### src/rtl/wb_arbiter_2m.sv
// Two-master Wishbone arbiter: m0 (display fetch) and m1 (CPU) share one slave port.
// Latency: grant one clk after cyc is sampled in IDLE; slave signals muxed combinationally.
// Backpressure: losers wait for IDLE, slave stall ends in err after TIMEOUT waits.
module wb_arbiter_2m #(
  parameter int unsigned TIMEOUT = 255
) (
  input  logic        clk,
  input  logic        rst,
  // master 0 (display fetch)
  input  logic        m0_cyc_i,
  input  logic        m0_stb_i,
  input  logic        m0_we_i,
  input  logic [31:2] m0_addr_i,
  input  logic [2:0]  m0_cti_i,
  input  logic [1:0]  m0_bte_i,
  input  logic [3:0]  m0_sel_i,
  input  logic [31:0] m0_data_i,
  output logic [31:0] m0_data_o,
  output logic        m0_ack_o,
  output logic        m0_err_o,
  // master 1 (CPU)
  input  logic        m1_cyc_i,
  input  logic        m1_stb_i,
  input  logic        m1_we_i,
  input  logic [31:2] m1_addr_i,
  input  logic [2:0]  m1_cti_i,
  input  logic [1:0]  m1_bte_i,
  input  logic [3:0]  m1_sel_i,
  input  logic [31:0] m1_data_i,
  output logic [31:0] m1_data_o,
  output logic        m1_ack_o,
  output logic        m1_err_o,
  // shared slave
  output logic        s_cyc_o,
  output logic        s_stb_o,
  output logic        s_we_o,
  output logic [31:2] s_addr_o,
  output logic [2:0]  s_cti_o,
  output logic [1:0]  s_bte_o,
  output logic [3:0]  s_sel_o,
  output logic [31:0] s_data_o,
  input  logic [31:0] s_data_i,
  input  logic        s_ack_i,
  input  logic        s_err_i,
  output logic [1:0]  gnt_o
);

  localparam logic [15:0] TIMEOUT_CNT = 16'(TIMEOUT);

  typedef enum logic [1:0] {
    IDLE = 2'd0,
    GNT0 = 2'd1,
    GNT1 = 2'd2
  } state_t;

  state_t      state;
  logic        last_gnt;   // 0: m0 won the last grant, 1: m1 did
  logic        lock0;      // m0 timed out and has not yet released cyc
  logic        lock1;
  logic [15:0] wait_cnt;

  logic        sel0;
  logic        sel1;
  logic        mux_cyc;
  logic        mux_stb;
  logic        timeout_hit;
  logic        req0;
  logic        req1;

  assign gnt_o = {state == GNT1, state == GNT0};

  // Only an eligible (not locked-out) master may win arbitration.
  assign req0 = m0_cyc_i & ~lock0;
  assign req1 = m1_cyc_i & ~lock1;

  // Route the granted master onto the slave port; everything is zero in IDLE and while rst is held.
  always_comb begin
    sel0     = (state == GNT0) && !rst;
    sel1     = (state == GNT1) && !rst;
    mux_cyc  = 1'b0;
    mux_stb  = 1'b0;
    s_we_o   = 1'b0;
    s_addr_o = '0;
    s_cti_o  = '0;
    s_bte_o  = '0;
    s_sel_o  = '0;
    s_data_o = '0;
    if (sel0) begin
      mux_cyc  = m0_cyc_i;
      mux_stb  = m0_stb_i;
      s_we_o   = m0_we_i;
      s_addr_o = m0_addr_i;
      s_cti_o  = m0_cti_i;
      s_bte_o  = m0_bte_i;
      s_sel_o  = m0_sel_i;
      s_data_o = m0_data_i;
    end else if (sel1) begin
      mux_cyc  = m1_cyc_i;
      mux_stb  = m1_stb_i;
      s_we_o   = m1_we_i;
      s_addr_o = m1_addr_i;
      s_cti_o  = m1_cti_i;
      s_bte_o  = m1_bte_i;
      s_sel_o  = m1_sel_i;
      s_data_o = m1_data_i;
    end
  end

  // A stalled strobe reaching TIMEOUT wait cycles is cut off; a slave response in that cycle wins.
  assign timeout_hit = (sel0 | sel1) & mux_stb & (wait_cnt == TIMEOUT_CNT) & ~s_ack_i & ~s_err_i;

  assign s_cyc_o = mux_cyc & ~timeout_hit;
  assign s_stb_o = mux_stb & ~timeout_hit;

  // Return path: only the granted master sees data and terminations.
  always_comb begin
    m0_data_o = sel0 ? s_data_i : 32'd0;
    m1_data_o = sel1 ? s_data_i : 32'd0;
    m0_ack_o  = sel0 & s_ack_i;
    m1_ack_o  = sel1 & s_ack_i;
    m0_err_o  = sel0 & (s_err_i | timeout_hit);
    m1_err_o  = sel1 & (s_err_i | timeout_hit);
  end

  // Grant FSM, tie-break history, stall counter and timeout lockouts.
  always_ff @(posedge clk) begin
    if (rst) begin
      state    <= IDLE;
      last_gnt <= 1'b1;
      wait_cnt <= 16'd0;
      lock0    <= 1'b0;
      lock1    <= 1'b0;
    end else begin
      if (state == IDLE || !s_stb_o || s_ack_i || s_err_i)
        wait_cnt <= 16'd0;
      else
        wait_cnt <= wait_cnt + 16'd1;

      if (timeout_hit && state == GNT0)
        lock0 <= 1'b1;
      else if (!m0_cyc_i)
        lock0 <= 1'b0;

      if (timeout_hit && state == GNT1)
        lock1 <= 1'b1;
      else if (!m1_cyc_i)
        lock1 <= 1'b0;

      case (state)
        IDLE: begin
          if (req0 && req1) begin
            if (last_gnt == 1'b0) begin
              state    <= GNT1;
              last_gnt <= 1'b1;
            end else begin
              state    <= GNT0;
              last_gnt <= 1'b0;
            end
          end else if (req0) begin
            state    <= GNT0;
            last_gnt <= 1'b0;
          end else if (req1) begin
            state    <= GNT1;
            last_gnt <= 1'b1;
          end
        end
        GNT0: begin
          if (timeout_hit || !m0_cyc_i)
            state <= IDLE;
        end
        GNT1: begin
          if (timeout_hit || !m1_cyc_i)
            state <= IDLE;
        end
        default: state <= IDLE;
      endcase
    end
  end

endmodule

### config.mk
export PLATFORM = sky130hd
export DESIGN_NAME = wb_arbiter_2m
export DESIGN_NICKNAME = d
export VERILOG_FILES = /design/src/rtl/wb_arbiter_2m.sv
export SDC_FILE = /design/constraint.sdc
export NUM_CORES = 1
export LEC_CHECK = 0
export CORE_AREA = 5 5 123 125
export CTS_BUF_LIST = sky130_fd_sc_hd__clkbuf_8 sky130_fd_sc_hd__clkbuf_16
export CTS_CLUSTER_SIZE = 20
export DETAILED_ROUTE_END_ITERATION = 12
export DIE_AREA = 0 0 128 130
export DONT_BUFFER_PORTS = 1
export SLEW_MARGIN = 0
export SYNTH_ARGS = -nofsm -noshare
export SYNTH_HDL_FRONTEND = slang
export SYNTH_SLANG_ARGS = --single-unit
### constraint.sdc
create_clock -name clk -period 3.9 [get_ports clk]
set_clock_uncertainty 0.05 [all_clocks]
set_input_delay 0.78 -clock clk [delete_from_list [all_inputs] [get_ports clk]]
set_output_delay 0.78 -clock clk [all_outputs]
set_load 0.05 [all_outputs]
==> key figures <==
Setup path
  – Reg-to-reg critical path startpoint: wait_cnt[0]$_SDFF_PP0_
  – Worst path depth: 5
  – Cell-by-cell listing of the critical path: nor2b_2, and2_2, buf_12, a22o_1, buf_4
  – Worst endpoint data arrival time: around 2.1 ns
  – Crit-path slowest cell: dfxtp_1
  – CP Data Required Time: 3.07 ns
  – Startpoint Class: register
  – WS Path Type: register to output pin
  – Worst-case reg-to-reg path depth: 5
  – Sort of element at the end of the critical path: output pin
  – Timing startpoint of the critical path: state[1]$_SDFFE_PP0P_
  – Maximum fanout along the worst path: 58
  – Family with the most delay on the worst path: simple AND/OR/NAND/NOR gates
  – Buf/Inv on CP: 2
  – Peak per-stage delay on the critical path: 0.51 ns

Min path
  – Hold/Removal Path Class: register to register
  – Number of cells traversed by the worst hold path: 1
  – Launch instance of the worst min-delay path: wait_cnt[0]$_SDFF_PP0_

Detailed routing
  – Via count: 2,698
  – Initial drt markers: 109
  – Number of remaining DRC errors: 0
  – Detailed Route WL: approximately 13 mm
  – Via count normalized by instance count: 5.20
  – TritonRoute pass-1 iters: 5
  – Post-route ant nets: 0
  – Wirelength per Cell: 25.1 um

Clock network
  – Clk sink count: 21
  – Reg clk slew, reported paths: 0.06 ns
  – TritonCTS clock tree: done
  – H-tree Lvls: 1
  – CTS buffer count: 3
  – Post-CTS Repair Setup Buffers: 0
  – Number of buffers inserted for hold repair after clock tree synthesis: 0
  – Count of instances resized after the clock tree is built: 0
  – Clock insertion delay at the later pin of the skew report: 0.25 ns
  – Clock tree root buffer cell: clkbuf_16
  – Max Root-Sink Buffers: 2

Cells and area
  – Number of fill cells in the layout: 1,562
  – P&R area growth vs syn: 33.8%
  – Leading cell types in the layout, fill and taps excluded: buf_4 (79), a22o_1 (72), and3_1 (68), dfxtp_1 (21), nor2_1 (18)
  – Total inserted antenna cells: 0
  – Nets@finish: roughly 530
  – Most common cell after layout, fill and taps aside: buf_4
  – Ratio of cells with drive above 1 in the final layout: roughly 29%

STA
  – Final slew viol count: 0
  – Unrepaired setup endpoints after global routing: false
  – Setup Total Neg Slack: 0 ns
  – Hold slack: 0.420 ns
  – Finish-stage setup viols: 0
  – Transition time at the pin with the least slew margin: ~0.6 ns
  – Headroom to the max-slew limit: 60.4%
  – Total count of hold-check failures in the final report: 0
  – Clock period minus final worst setup slack: roughly 3.0 ns
  – Final period util: 76.3%
  – Maximum clock frequency: 0.336 GHz

GRT
  – Number of antenna violations at the first check in global routing: 0
  – Via count of the first global-routing pass: between 2,000 and 3,000
  – Global-route congestion overflow total: 0
  – First-pass GRT wire length: 16.5 mm
  – Largest net degree at the start of global routing: 68
  – GRT Total Usage: 13.0%

Yosys
  – Combinational family with the most area after synthesis: compound AO/OA/AOI/OAI gates
  – Share of the synthesized area in the top cell type: 27.8%
  – Largest area contributor in the synthesized netlist: a22o_1
  – Post-synthesis average cell area: just under 8 sq um
  – Yosys synthesis warning count: 0
  – Net count after synthesis: 475
  – Cells after Synth: between 200 and 300
  – Adder and majority cell fraction of the synthesized area: less than 1%
  – Number of distinct standard cells referenced by the synthesized netlist: 40
  – Xor/xnor share of the synthesized area: ~4.2%
  – Number of synthesized register bits: 21
  – Synth Area in Simple Gates: 33.8%
  – Sequential-to-total area share from yosys stat: 18.5%
  – Mux share of post-synthesis cell area: 0%
  – Cell area after synthesis: 0.00227 sq mm
  – Compound-gate portion of the synthesized area: 34.3%
  – Synth top area cells: a22o_1 (28%), and3_1 (19%), dfxtp_1 (19%), buf_2 (3.7%), nor2_1 (3.0%)

Power
  – Peak supply drop: 176 uV
  – Standby leakage power: about 1.5 nW
  – Power density over cell area: 306 mW/mm^2

Floorplanning
  – Floorplan row count: 43
  – Die footprint: ~0.017 sq mm
  – Width of the chip: 128 um
  – Initial Utilization: between 15 and 20%
  – Standard cell core area: 0.0138 sq mm
  – Die H: 130 um
  – Num ports: 328

Job
  – Max-cap violations: 0

Place
  – Half-perimeter wire length of the detailed placement result: 11.0 mm
  – Routability-driven placement congestion ratio: 0.995
  – Quantity of I/O buffers inserted on ports: 0

Status
  – Status: finished, final reports clean
[area by class of cell]
class	instances	area (sq um)	area share, %
multi-input combinational	230	1670	54.9
clock inverter	1	5.00	0.165
timing repair buffer	81	633	20.8
clock buffer	3	75.1	2.47
inverter	3	11.3	0.371
tap	180	225	7.41
sequential	21	420	13.8
[power breakdown]
part	switching [W]	leakage [nW]	internal [W]
registers	0.00000609	0.170	0.000218
logic	0.000364	1.28	0.000125
clock network	0.0000794	0.0409	0.000138
[Yosys cell counts]
cell type and number:
a2111oi_4 1, a211oi_1 2, a21o_1 2, a21oi_1 5
a22o_1 72, a22oi_1 1, a31oi_1 1, a32oi_1 2
and2_1 3, and3_1 68, and4_1 1, and4_4 1
buf_2 17, buf_6 2, buf_8 1, clkbuf_1 16
dfxtp_1 21, ha_1 1, inv_1 3, nand2_1 9
nand2b_1 3, nand3_1 3, nand3_2 1, nand3b_4 2
nand4_1 3, nor2_1 18, nor2b_1 4, nor3_1 1
nor4_1 3, nor4b_1 1, o211a_1 1, o21a_1 1
o21ai_0 2, o31ai_1 1, or2_2 1, or2_4 1
or3_1 2, or4_1 2, xnor2_1 5, xor2_1 6
[state kept, by name, summed over array words and instances, names as in the netlist]
register,cells
last_gnt,1
lock0,1
lock1,1
state,2
wait_cnt,16
[path summary, 6_finish.rpt]
kind	endpoint	slack, ns
max	s_addr_o[25]	0.93
min	wait_cnt[0]$_SDFF_PP0_	0.42
max reg2reg	wait_cnt[10]$_SDFF_PP0_	1.83
min reg2reg	wait_cnt[0]$_SDFF_PP0_	0.42
[logic make-up after synthesis]
logic type | count (synthesis)
simple gates | 127
compound gates | 91
buf+inv | 39
flops | 21
xor+xnor | 11
fa+ha+maj | 1
[layer usage]
layer / global-route usage (%) / share of wire [%] / up-vias
li1: - / - / 1211
met2: 23.2 / 52 / 172
met5: 0 / 0 / -
met1: 16.1 / 37 / 1311
met3: 3.81 / 11 / 4
met4: 1.31 / 0.31 / 0
[metrics by stage]
| stage | instance area, sq um | total power, W | instances | setup WS, ns | util, % |
|---|---|---|---|---|---|
| after CTS | 3040 | 0.000933 | 519 | 0.879 | 22.1 |
| after global placement | 2960 | 0.000711 | 515 | 1.09 | 21.5 |
| after floorplan | 2270 | 0.000608 | 290 | 0.590 | - |
| after global routing | 3040 | 0.000961 | 519 | 0.783 | 22.1 |
| after detailed placement | 2960 | 0.000717 | 515 | 1.06 | 21.5 |
| final | 3040 | 0.000930 | 519 | 0.925 | 22.1 |
No activity file was read; power rests on OpenSTA's default activity.
